## config.mk

```make
export PLATFORM = sky130hd
export DESIGN_NAME = button_pulse_conditioner_flat
export DESIGN_NICKNAME = d
export VERILOG_FILES = /design/src/rtl/code_lock_pkg.sv /design/src/rtl/button_pulse_conditioner_if.sv /design/src/rtl/button_debounce.sv /design/src/rtl/button_pulse_conditioner.sv /design/src/flat_wrapper.sv
export SDC_FILE = /design/constraint.sdc
export NUM_CORES = 1
export LEC_CHECK = 0
export CORE_MARGIN = 1.5
export CORE_UTILIZATION = 40
export CTS_CLUSTER_DIAMETER = 80
export DETAILED_ROUTE_END_ITERATION = 8
export PLACE_DENSITY = 0.67
export SETUP_SLACK_MARGIN = 0.02
export SLEW_MARGIN = 40
export SYNTH_ARGS = -nofsm -noshare
export SYNTH_HDL_FRONTEND = slang
export SYNTH_SLANG_ARGS = --single-unit
export TNS_END_PERCENT = 50
```

## constraint.sdc

```tcl
create_clock -name Clk -period 2.55 [get_ports Clk]
set_input_delay 0.765 -clock Clk [delete_from_list [all_inputs] [get_ports Clk]]
set_output_delay 0.765 -clock Clk [all_outputs]
set_load 0.005 [all_outputs]
```

## src/rtl/code_lock_pkg.sv

```systemverilog
// Shared types and constants for the colour-code lock front end.
package code_lock_pkg;
  typedef enum logic [1:0] {
    IDLE       = 2'd0,
    PRESS_WAIT = 2'd1,
    PRESSED    = 2'd2,
    REL_WAIT   = 2'd3
  } deb_state_e;

  localparam int DEBOUNCE_CYCLES_DEF = 50000;

  localparam int START = 0;
  localparam int RED   = 1;
  localparam int GREEN = 2;
  localparam int BLUE  = 3;
endpackage

```

## src/rtl/button_pulse_conditioner_if.sv

```systemverilog
// Raw button inputs and conditioned press pulses between the buttons and the code detector.
interface button_pulse_conditioner_if;
  logic Start_btn;
  logic Red_btn;
  logic Green_btn;
  logic Blue_btn;
  logic Start;
  logic Red;
  logic Green;
  logic Blue;
  logic Any_held;

  modport master (
    output Start_btn, Red_btn, Green_btn, Blue_btn,
    input  Start, Red, Green, Blue, Any_held
  );

  modport slave (
    input  Start_btn, Red_btn, Green_btn, Blue_btn,
    output Start, Red, Green, Blue, Any_held
  );
endinterface

```

## src/rtl/button_debounce.sv

```systemverilog
// One button: two-flop synchroniser, stability counter and press/release FSM.
module button_debounce
  import code_lock_pkg::*;
#(
  parameter int DEBOUNCE_CYCLES = DEBOUNCE_CYCLES_DEF,
  parameter int CNT_W           = 16
) (
  input  logic Clk,
  input  logic Rst,
  input  logic btn_raw,
  output logic press_pulse,
  output logic held
);
  localparam logic [CNT_W-1:0] CNT_LAST = CNT_W'(DEBOUNCE_CYCLES - 1);

  logic             sync1_q, sync1_d;
  logic             sync2_q, sync2_d;
  deb_state_e       state_q, state_d;
  logic [CNT_W-1:0] cnt_q, cnt_d;

  always_ff @(posedge Clk or negedge Rst) begin
    if (!Rst) begin
      sync1_q <= 1'b0;
      sync2_q <= 1'b0;
      state_q <= IDLE;
      cnt_q   <= '0;
    end else begin
      sync1_q <= sync1_d;
      sync2_q <= sync2_d;
      state_q <= state_d;
      cnt_q   <= cnt_d;
    end
  end

  always_comb begin
    sync1_d     = btn_raw;
    sync2_d     = sync1_q;
    state_d     = state_q;
    cnt_d       = cnt_q;
    press_pulse = 1'b0;
    case (state_q)
      IDLE: begin
        if (sync2_q) begin
          state_d = PRESS_WAIT;
          cnt_d   = '0;
        end
      end
      PRESS_WAIT: begin
        if (!sync2_q) begin
          state_d = IDLE;
        end else if (cnt_q == CNT_LAST) begin
          state_d     = PRESSED;
          press_pulse = 1'b1;
        end else begin
          cnt_d = cnt_q + 1'b1;
        end
      end
      PRESSED: begin
        if (!sync2_q) begin
          state_d = REL_WAIT;
          cnt_d   = '0;
        end
      end
      REL_WAIT: begin
        // A release bounce returns to PRESSED silently: the press was already reported.
        if (sync2_q) begin
          state_d = PRESSED;
        end else if (cnt_q == CNT_LAST) begin
          state_d = IDLE;
        end else begin
          cnt_d = cnt_q + 1'b1;
        end
      end
      default: state_d = IDLE;
    endcase
  end

  assign held = (state_q == PRESSED) || (state_q == REL_WAIT);
endmodule

```

## src/rtl/button_pulse_conditioner.sv

```systemverilog
// Four debounced buttons -> registered one-cycle press pulses; Start masks colours in the same cycle.
module button_pulse_conditioner
  import code_lock_pkg::*;
#(
  parameter int DEBOUNCE_CYCLES = DEBOUNCE_CYCLES_DEF,
  parameter int CNT_W           = 16
) (
  input  logic                          Clk,
  input  logic                          Rst,
  button_pulse_conditioner_if.slave     bus
);
  logic [3:0] btn_raw;
  logic [3:0] raw_pulse;
  logic [3:0] held;
  logic [3:0] pulse_q, pulse_d;
  logic       any_held_q, any_held_d;

  assign btn_raw[START] = bus.Start_btn;
  assign btn_raw[RED]   = bus.Red_btn;
  assign btn_raw[GREEN] = bus.Green_btn;
  assign btn_raw[BLUE]  = bus.Blue_btn;

  for (genvar i = 0; i < 4; i++) begin : g_btn
    button_debounce #(
      .DEBOUNCE_CYCLES (DEBOUNCE_CYCLES),
      .CNT_W           (CNT_W)
    ) u_deb (
      .Clk         (Clk),
      .Rst         (Rst),
      .btn_raw     (btn_raw[i]),
      .press_pulse (raw_pulse[i]),
      .held        (held[i])
    );
  end

  always_comb begin
    pulse_d        = raw_pulse & {4{~raw_pulse[START]}};
    pulse_d[START] = raw_pulse[START];
    any_held_d     = |held;
  end

  always_ff @(posedge Clk or negedge Rst) begin
    if (!Rst) begin
      pulse_q    <= '0;
      any_held_q <= 1'b0;
    end else begin
      pulse_q    <= pulse_d;
      any_held_q <= any_held_d;
    end
  end

  assign bus.Start    = pulse_q[START];
  assign bus.Red      = pulse_q[RED];
  assign bus.Green    = pulse_q[GREEN];
  assign bus.Blue     = pulse_q[BLUE];
  assign bus.Any_held = any_held_q;
endmodule

```

## src/flat_wrapper.sv

```systemverilog
// flat-port wrapper written by rule: the top's interface ports become plain ports
module button_pulse_conditioner_flat import code_lock_pkg::*;
#(
  parameter int DEBOUNCE_CYCLES = DEBOUNCE_CYCLES_DEF,
  parameter int CNT_W           = 16
)
  (Clk, Rst, bus_Start_btn, bus_Red_btn, bus_Green_btn, bus_Blue_btn, bus_Start, bus_Red, bus_Green, bus_Blue, bus_Any_held);
  button_pulse_conditioner_if bus_i ();
  input  logic Clk;
  input  logic Rst;
  input wire logic [$bits(bus_i.Start_btn)-1:0] bus_Start_btn;
  input wire logic [$bits(bus_i.Red_btn)-1:0] bus_Red_btn;
  input wire logic [$bits(bus_i.Green_btn)-1:0] bus_Green_btn;
  input wire logic [$bits(bus_i.Blue_btn)-1:0] bus_Blue_btn;
  output wire logic [$bits(bus_i.Start)-1:0] bus_Start;
  output wire logic [$bits(bus_i.Red)-1:0] bus_Red;
  output wire logic [$bits(bus_i.Green)-1:0] bus_Green;
  output wire logic [$bits(bus_i.Blue)-1:0] bus_Blue;
  output wire logic [$bits(bus_i.Any_held)-1:0] bus_Any_held;
  assign bus_i.Start_btn = bus_Start_btn;
  assign bus_i.Red_btn = bus_Red_btn;
  assign bus_i.Green_btn = bus_Green_btn;
  assign bus_i.Blue_btn = bus_Blue_btn;
  assign bus_Start = bus_i.Start;
  assign bus_Red = bus_i.Red;
  assign bus_Green = bus_i.Green;
  assign bus_Blue = bus_i.Blue;
  assign bus_Any_held = bus_i.Any_held;
  button_pulse_conditioner #(.DEBOUNCE_CYCLES(DEBOUNCE_CYCLES), .CNT_W(CNT_W)) u_core (.Clk(Clk), .Rst(Rst), .bus(bus_i));
endmodule
```

# == Yosys cells after proc, flatten, opt, wreduce, memory -nomap -nowiden ==
# Cells that the tools add are included.
# op_classes
addsub,4
n_eq_ne,40
muxes,64
bitwise,2
n_reduce_logical,17
# op_table
cell,n
16-bit 2-to-1 mux,20
16-bit one-hot mux with 4 select lines,4
"16-bit by 1-bit adder with 16-bit output, second input constant",4
"16-bit == test, second input constant",4
2-bit 2-to-1 mux,24
"2-bit != test, second input constant",16
2-bit one-hot mux with 4 select lines,4
4-bit AND reduction,8
"3-bit != test, second input constant",8
"2-bit == test, second input constant",8
1-bit 2-to-1 mux,12
"2-bit by 1-bit == test with 1-bit output, second input constant",4
2-bit zero test,4
4-bit AND,1
1-bit logical OR,4
4-bit OR reduction,1
1-bit inverter,1
# totals
ff_bits,85
inputBits,6

# == Longest topological paths before layout ==
# Gate-level depths: netlist of run 1.
# depth
word_depth,6
ltp_mapped,8

# == By module ==
# A second synthesis of run 1 with hierarchy kept.
# unflattened
cells_unflattened,495
hier_area_um2,4725.8
# modules_own_cells
mod,instances,cells_per_inst,area_per_inst_um2,seq_area_each_um2
button_debounce at u_core.g_btn[1].u_deb ...,2,117,1122.3,500.5
button_debounce at u_core.g_btn[0].u_deb,1,134,1206.2,500.5
button_debounce at u_core.g_btn[3].u_deb,1,118,1123.6,500.5
button_pulse_conditioner,1,9,151.4,125.1

# == Worst setup path before layout of run 1 ==
# OpenSTA, ideal clock, no wires.
# synth_path
path_kind,register -> register
from,register u_core.g_btn[3].u_deb.cnt_q[0]
to,register u_core.g_btn[3].u_deb.cnt_q[13]
t_arrival_ps,1707
required_ps,2481
path_slack_ps,774
path_stages_with_launch,8
synth_period_minus_slack_ps,1776
path_cell_list,dfrtp_1 ha_1 and4b_1 nand4_1 nand2b_1 buf_2 or4_1 nand3_1
# synth_via
elab_chain_cells,4
elab_cells_between_ends,6
classes_between,add/sub (1); eq/ne (1); mux (4)
# synth_rtl
element,line,text
from (decl),button_debounce.sv:19,"logic [CNT_W-1:0] cnt_q, cnt_d;"
from (signal assigned),button_debounce.sv:31,cnt_q <= cnt_d;
16-bit by 1-bit adder with 16-bit output or 16-bit == test (tied branches),-,
16-bit 2-to-1 mux *,"button_debounce.sv:51, button_debounce.sv:68",
16-bit 2-to-1 mux (on tied branches),"button_debounce.sv:66, button_debounce.sv:49",
16-bit one-hot mux with 4 select lines *,button_debounce.sv:41,case (state_q)
# Every way passes the cells marked *; elsewhere a longest branch is shown, timed or not. The select of a mux whose other input is x is not followed.
# A chain may end at the register's enable or synchronous reset.

# == Final worst setup path of run 1 ==
# layout_path
from,register u_core.g_btn[3].u_deb.cnt_q[0]
to,register u_core.g_btn[3].u_deb.cnt_q[15]
# The elaborated chain is that of the path after synthesis.

==> results.cfg, run 1 <==
[sta]
hold_viol_final = 0
fin_crit_ns = 2.20
grt_setup_unrepaired = false
tightest_slew_ns = 0.681
slew-limit-headroom_pct = 54.6
final.setup.tns_ns = 0
fmax_mhz = 455
skew_ns = 0.0121
setup_viol = 0
fin_crit_sh_pct = 86.1
slew_viol_final = 0

[clock_network]
cts.sinks = 85
root_buffer = clkbuf_8
clkTransAtPathRegs_ns = 0.09
clock_latency_ns = 0.35
clock_path_buffers = 2
htreeDepth = 3
cts_tree = done
post_cts_buffers = 0
cts_buffers = 9
hold_buffers = 0
cts_resized = 0

[setup_path]
critPathKind = reg -> reg
end_kind = flop
critPathArrivalTime_ns = 2.48
regToRegSetupSlack_ns = 0.35
reg2regPathDepth = 6
endpoint = u_core.g_btn[3].u_deb.cnt_q[15]
r2r-start = u_core.g_btn[3].u_deb.cnt_q[0]
r2r-end = u_core.g_btn[3].u_deb.cnt_q[15]
critical_path.max_fanout = 20
startpoint = u_core.g_btn[3].u_deb.cnt_q[0]
startpoint_type = flop
crit_required_ns = 2.83

[finish]
diodes = 0
n_fill_cell = 988
drive_gt1_share_pct = 7.77
synthToLayoutAreaGrowth_pct = 11.7
fin_nets = 494
mostFrequentLayoutCells = dfrtp_1 (85), nand2_1 (65), o21ai_0 (37), nand3_1 (31), nor2_1 (29)
final_common_cell = dfrtp_1
design_area_um2 = 5000

[detailed_routing]
drc_errors = 0
dr.first_iter.drc_count = 154
avgViaCountPerCell = 5.60
wire_per_inst_um = 14.1
drt.antenna.violating_nets = 0
drt_wl_total_mm = 8.86
vias = 3520
firstDrtPassIters = 4

[die]
die_y_um = 109
start_util_pct = 41.1
die_area_um2 = 11800
die_w_um = 109
core_um2 = 10900
io_pins = 11
fp-row-count = 38

[grt]
grt_max_degree = 48
grt_use_total_pct = 16.4
antenna_found_initial = 0
grt_pass1_vias = 3419
grt_pass1_wl_mm = 15.5
grt_overflow = 0

[placed_design]
gp_congestion = 0.819
post-dp-hpwl_mm = 5.90
portBuffers = 10
dpl-instance-area_um2 = 4730

[synth]
ys_seq_elements = 85
synth_edf_count = 0
ys_async_sr_fraction_pct = 100
synth.avg_cell_area_um2 = 9.44
synthFlopType = dfrtp_1
ys_warn_count = 0
synthesis.area_um2 = 4470
synthCells = 474
syn_nets = 484
yosysSeqAreaShare_pct = 47.6
synth.distinct_cells = 58

[power_and_ir_drop]
ir_drop_uv = 338
power_leakage_nw = 2.07
power_density_nw_per_um2 = 590

[flow_run]
max-cap-violations = 0

[outcome]
run_status = finished clean

[hold_path]
worst_hold_path_type = reg -> reg
## worst min-delay path by stage
stage	from	end	slack (ns)	depth (start not counted)
floorplan	u_core.g_btn[0].u_deb.sync1_q	u_core.g_btn[0].u_deb.sync2_q	0.33	0
global placement	u_core.g_btn[3].u_deb.sync1_q	u_core.g_btn[3].u_deb.sync2_q	0.34	0
detailed placement	u_core.g_btn[2].u_deb.sync1_q	u_core.g_btn[2].u_deb.sync2_q	0.34	0
CTS	u_core.g_btn[2].u_deb.sync1_q	u_core.g_btn[2].u_deb.sync2_q	0.35	0
global route	u_core.g_btn[2].u_deb.sync1_q	u_core.g_btn[2].u_deb.sync2_q	0.36	0
finish	u_core.g_btn[2].u_deb.sync1_q	u_core.g_btn[2].u_deb.sync2_q	0.35	0
## Yosys cell counts (3+ instances only)
cell	count	area, µm²
mux2i_1	8	80.1
or3_1	5	31.3
nand3_1	31	155
a22o_1	16	140
buf_2	5	25.0
a31oi_1	3	18.8
or4_1	8	60.1
nor2_1	29	109
and3_1	6	37.5
o21ai_0	37	185
inv_1	15	56.3
clkbuf_1	12	45.0
o31ai_1	4	30.0
and4b_1	4	40.0
a21oi_1	14	70.1
nand4bb_1	4	45.0
and2_1	6	37.5
o211ai_1	4	30.0
nor4_1	5	31.3
nor4b_1	6	52.6
nand4_1	13	81.3
nor3_1	20	100
ha_1	4	50.1
and4_1	3	26.3
nand2_1	65	244
mux2_2	5	56.3
xnor2_1	12	105
dfrtp_1	85	2130
nand2b_1	4	25.0
## logic make-up after synthesis
kind of cell	after synthesis	synth area share, %
and+or+nand+nor	229	28.7
DFF	85	47.6
AOI/OAI and AO/OA	95	13.7
buffers and inverters	33	2.91
adders and majority gates	4	1.12
xor gates and xnor gates	14	2.74
muxes	14	3.30
## critical path, stage by stage, from the launching register on
cell	delay, ns
dfrtp_1	0.42
ha_1	0.26
and4b_1	0.24
nand4_1	0.12
nand2b_1	0.38
or4_1	0.60
nand3_1	0.09
## per-stage QoR
stage	std cells	total power, W	hold WS (ns)	util [%]	worst slack (ns)
after floorplan	474	0.00164	0.331	-	0.774
after detailed placement	613	0.00173	0.336	43.5	0.378
after CTS	629	0.00298	0.354	45.9	0.357
after global routing	629	0.00307	0.358	45.9	0.193
after global placement	613	0.00172	0.337	43.5	0.460
final	629	0.00295	0.351	45.9	0.353
## per-layer routing
| layer | share of wire (%) | track usage, % | vias up | wire (µm) |
|---|---|---|---|---|
| li1 | - | - | 1774 | - |
| met1 | 49 | 21.8 | 1676 | 4330 |
| met2 | 46 | 26.2 | 59 | 4110 |
| met3 | 3.1 | 2.15 | 11 | 276 |
| met4 | 1.7 | 8.36 | 0 | 153 |
| met5 | 0 | 0 | - | 0 |
## final cells by class
| class | instances | area, µm² | share of cell area [%] |
|---|---|---|---|
| Clock buffer | 10 | 128 | 2.55 |
| Timing Repair Buffer | 16 | 155 | 3.11 |
| Sequential cell | 85 | 2130 | 42.6 |
| Clock inverter | 6 | 135 | 2.70 |
| Inverter | 16 | 60.1 | 1.20 |
| Tap cell | 140 | 175 | 3.51 |
| Multi-Input combinational cell | 356 | 2220 | 44.4 |
## flip-flops by register name (all words and copies together), names as in the netlist, named ones only
register and flops:
u_core.bus.Any_held 1, u_core.g_btn.u_deb.cnt_q 64, u_core.g_btn.u_deb.state_q 4, u_core.g_btn.u_deb.sync1_q 4, u_core.g_btn.u_deb.sync2_q 4, u_core.pulse_q 4
## report_power, final
part           switching, W  internal [W]
logic              0.000113     0.0000834
registers         0.0000997       0.00141
clock network      0.000492      0.000751
total              0.000705       0.00224
Power figures use the tool's default switching activity.
==> inputs of run 2 (changes only) <==
CORE_ASPECT_RATIO = 1.75   (was unset)
TNS_END_PERCENT = 5   (was 50)
==> run 2 against run 1 <==
Compared with the run above:
- critical endpoint is now u_core.g_btn[3].u_deb.cnt_q[8]
- sequential share of layout area decreased by 0.34 points
- utilization increased by 0.65 points
- final cell count decreased by 1.1%
- fmax increased by 5.4%
- cell area increased by 0.80%
- critical path depth decreased by 1
==> results.cfg, run 2 (same netlist as run 1, synthesis figures left out) <==
[outcome]
run_status = finished clean

[hold_path]
worst_hold_path_type = in -> async

[power_and_ir_drop]
ir_drop_uv = 383
power_density_nw_per_um2 = 600
power_leakage_nw = 2.10

[sta]
fin_crit_ns = 2.08
fin_crit_sh_pct = 81.7
fmax_mhz = 480
grt_setup_unrepaired = false
skew_ns = 0.0115
slew_viol_final = 0
setup_viol = 0
tightest_slew_ns = 0.610
final.setup.tns_ns = 0
setup_slack_ns = 0.466
slew-limit-headroom_pct = 59.3
hold_viol_final = 0

[setup_path]
reg2regPathDepth = 5
end_kind = flop
critPathArrivalTime_ns = 2.32
startpoint_type = flop
critical_path.max_fanout = 15
crit_required_ns = 2.79
critPathKind = reg -> reg

[die]
start_util_pct = 41.3
io_pins = 11
die_w_um = 82.9
core_um2 = 10800
fp-row-count = 50
die_y_um = 143
die_area_um2 = 11900

[detailed_routing]
drt_wl_total_mm = 9.68
drc_errors = 0
drt.antenna.violating_nets = 0
vias = 3694
firstDrtPassIters = 4
avgViaCountPerCell = 5.94
dr.first_iter.drc_count = 226
wire_per_inst_um = 15.6

[finish]
regArea_um2 = 2130
largest_reg_flops = 64
regMostFlops = u_core.g_btn.u_deb.cnt_q
final_common_cell = dfrtp_1
n_fill_cell = 1018
drive_gt1_share_pct = 8.13
mostFrequentLayoutCells = dfrtp_1 (85), nand2_1 (65), o21ai_0 (37), nand3_1 (31), nor2_1 (29)
diodes = 0
synthToLayoutAreaGrowth_pct = 12.6
fin_util_pct = 46.5
fin_nets = 497
multi_input_area_um2 = 2220

[grt]
grt_overflow = 0
antenna_found_initial = 0
grt_pass1_wl_mm = 16.9
grt_pass1_vias = 3658
grt_use_total_pct = 17.7
grt_max_degree = 56

[placed_design]
post-dp-hpwl_mm = 6.73
portBuffers = 10
post-place-ws_ns = 0.472
gp_congestion = 0.812

[clock_network]
cts_resized = 0
clock_path_buffers = 2
htreeDepth = 3
hold_buffers = 0
cts.sinks = 85
cts_tree = done
clkTransAtPathRegs_ns = 0.07
clock_latency_ns = 0.35
root_buffer = clkbuf_16
post_cts_buffers = 0
cts_buffers = 9

[flow_run]
max-cap-violations = 0
==> run 2: cell type report <==
class	instances	share of cell area, %
Multi-Input combinational cell	356	44.0
Sequential cell	85	42.2
Clock buffer	11	4.62
Timing Repair Buffer	19	3.53
Tap cell	130	3.23
Clock inverter	5	1.19
Inverter	16	1.19
==> run 2: power by group <==
part	switching [W]	internal, W	total, W
registers	0.0000993	0.00141	0.00151
logic	0.000119	0.0000866	0.000206
clock network	0.000547	0.000763	0.00131
==> run 2: final timing paths <==
path / startpoint / end / slack, ns
max reg2reg: u_core.g_btn[3].u_deb.cnt_q[5] / u_core.g_btn[3].u_deb.cnt_q[8] / 0.47
min: Rst / u_core.g_btn[2].u_deb.cnt_q[6] / 0.35
max in group asynchronous: Rst / u_core.g_btn[3].u_deb.cnt_q[2] / 1.58
max: u_core.g_btn[3].u_deb.cnt_q[5] / u_core.g_btn[3].u_deb.cnt_q[8] / 0.47
min reg2reg: u_core.g_btn[0].u_deb.sync1_q / u_core.g_btn[0].u_deb.sync2_q / 0.36
min in group Clk: u_core.g_btn[0].u_deb.sync1_q / u_core.g_btn[0].u_deb.sync2_q / 0.36
==> run 2: layer usage <==
layer | track usage [%] | vias to the layer above | part of all wire, % | wire length [µm]
li1 | - | 1778 | - | -
met1 | 18.8 | 1824 | 42 | 4020
met2 | 31.9 | 73 | 52 | 5070
met3 | 4.80 | 19 | 3.3 | 322
met4 | 9.39 | 0 | 2.7 | 257
met5 | 0 | - | 0 | 0
==> run 2: through the flow <==
step | instances | instance area (µm²) | total power (W) | hold slack (ns)
after detailed placement | 606 | 4740 | 0.00174 | 0.349
after global placement | 606 | 4740 | 0.00173 | 0.347
after CTS | 622 | 5040 | 0.00306 | 0.359
after global routing | 622 | 5040 | 0.00316 | 0.368
final | 622 | 5040 | 0.00302 | 0.349
after floorplan | 474 | 4470 | 0.00164 | 0.331
==> run 2: critical path: stages, from the launching register on <==
cell	delay [ns]
dfrtp_1	0.49
nor4b_1	0.47
nand4_1	0.20
nand2b_1	0.42
nor4_1	0.12
a311o_1	0.28
==> inputs of run 3 (changes only) <==
clock period = 2.1 ns   (was 2.55 ns; I/O delays follow)
==> run 3 against run 2 <==
Compared with the run above:
- total power grew 19%
- sequential power grew 21%
- final cell count grew 1.3%
- cell area rose by 1.1%
- global-route usage decreased by 0.64 points
- worst setup slack got worse by 0.28 ns
- first-iteration DRC count decreased by 19%
==> results.cfg, run 3 (same netlist as run 1, synthesis figures left out) <==
[clock_network]
htreeDepth = 3
root_buffer = clkbuf_16
post_cts_buffers = 0
cts_tree = done
clkTransAtPathRegs_ns = 0.07
cts_buffers = 9
cts.sinks = 85
clock_latency_ns = 0.35
clock_path_buffers = 2

[setup_path]
end_kind = flop
critPathKind = reg -> reg
r2r-end = u_core.g_btn[3].u_deb.cnt_q[15]
crit_required_ns = 2.39
cp_slowest_stage_delay_ns = 0.51
critical_path.max_fanout = 13
cp_cell_sequence = ha_1 -> and4b_1 -> nand4_1 -> nand2b_2 -> or4_1 -> nand3_1
critPathArrivalTime_ns = 2.20
slowest_stage = or4_1
reg2regPathDepth = 6
path_buf_inv = 0
critPathTopFamily = simple AND/OR/NAND/NOR gates
regToRegSetupSlack_ns = 0.19
r2r-start = u_core.g_btn[3].u_deb.cnt_q[0]
startpoint_type = flop

[detailed_routing]
wire_per_inst_um = 14.8
drc_errors = 0
drt.antenna.violating_nets = 0
drt_wl_total_mm = 9.36
firstDrtPassIters = 6
vias = 3580
dr.first_iter.drc_count = 182
avgViaCountPerCell = 5.68

[outcome]
run_status = finished clean

[power_and_ir_drop]
ir_drop_uv = 450
p_total_w = 0.00361
power_leakage_nw = 2.15
seqPwrFrac_pct = 50.6
comb_power_share_pct = 7.0
power_density_nw_per_um2 = 708
p_sw_share_pct = 25.6
p_clk_share_pct = 42.4
p_sw_w = 0.000923
intPower_w = 0.00269

[placed_design]
post-place-ws_ns = 0.0802
gp_congestion = 0.805
post-dp-hpwl_mm = 6.53
portBuffers = 10

[finish]
largest_reg_flops = 64
drive_gt1_share_pct = 10.2
regMostFlops = u_core.g_btn.u_deb.cnt_q
fin_nets = 505
mostFrequentLayoutCells = dfrtp_1 (85), nand2_1 (65), o21ai_0 (37), nand3_1 (31), nor2_1 (29)
final_common_cell = dfrtp_1
diodes = 0
fin_util_pct = 47.1
synthToLayoutAreaGrowth_pct = 13.9

[grt]
grt_max_degree = 34
grt_overflow = 0
antenna_found_initial = 0
grt_use_total_pct = 17.1
grt_pass1_wl_mm = 16.5
grt_pass1_vias = 3567

[sta]
hold_viol_final = 0
skew_ns = 0.00849
fmax_mhz = 523
grt_setup_unrepaired = false
fin_crit_sh_pct = 91.1
setup_slack_ns = 0.186
tightest_slew_ns = 0.632
timing.hold.ws_ns = 0.227
final.setup.tns_ns = 0
slew-limit-headroom_pct = 57.5
setup_viol = 0
slew_viol_final = 0
fin_crit_ns = 1.91

[die]
die_area_um2 = 11900
die_w_um = 82.9
io_pins = 11
core_um2 = 10800
fp-row-count = 50
start_util_pct = 41.3
die_y_um = 143

[hold_path]
worst_hold_path_type = in -> async

[flow_run]
max-cap-violations = 0
[run 3: cell type report]
type	count	area, µm²
flip-flops and latches	85	2130
repair buffers	27	238
well taps	130	163
fillers	984	5730
clock buffers	11	253
clock inverters	5	35.0
multi-input cells	356	2220
inverters	16	60.1
[run 3: worst register-to-register path, cell delays in order, from the launching register on]
cell	delay, ns
dfrtp_1	0.41
ha_1	0.27
and4b_1	0.25
nand4_1	0.14
nand2b_2	0.18
or4_1	0.52
nand3_1	0.09
[run 3: through the flow]
stage	cells	cell area [µm²]
floorplan	474	4470
global placement	614	4800
detailed placement	614	4800
CTS	630	5090
global route	630	5090
finish	630	5090
[run 3: power groups by stage]
stage | logic (W) | registers [W] | clock network, W
after floorplan | 0.000180 | 0.00181 | 0
after CTS | 0.000259 | 0.00183 | 0.00157
after global placement | 0.000250 | 0.00185 | 0
after detailed placement | 0.000259 | 0.00185 | 0
final | 0.000253 | 0.00183 | 0.00153
after global routing | 0.000294 | 0.00185 | 0.00164
[run 3: worst max-delay path by stage]
stage | startpoint | end | slack [ns] | cells past startpoint
after floorplan | u_core.g_btn[3].u_deb.cnt_q[0] | u_core.g_btn[3].u_deb.cnt_q[13] | 0.32 | 7
after global placement | u_core.g_btn[3].u_deb.cnt_q[0] | u_core.g_btn[3].u_deb.cnt_q[15] | 0.16 | 6
after detailed placement | u_core.g_btn[3].u_deb.cnt_q[0] | u_core.g_btn[3].u_deb.cnt_q[15] | 0.08 | 6
after CTS | u_core.g_btn[3].u_deb.cnt_q[0] | u_core.g_btn[3].u_deb.cnt_q[15] | 0.06 | 6
after global routing | u_core.g_btn[1].u_deb.cnt_q[0] | u_core.g_btn[1].u_deb.cnt_q[0] | 0.06 | 6
final | u_core.g_btn[3].u_deb.cnt_q[0] | u_core.g_btn[3].u_deb.cnt_q[15] | 0.19 | 6
[run 3: metal layers]
metal	vias to the layer above	GRT usage (%)	wire, µm
met5	-	0	0
met4	0	9.21	214
met3	15	2.54	225
met2	56	29.9	4820
met1	1722	20.1	4090
li1	1787	-	-
[run 3: repair_timing]
action | in CTS | in global routing
endpoints found under the setup margin | 0 | 9
hold buffers | 0 | 0
endpoints found under the hold margin | 0 | 0
resized for setup | 0 | 1
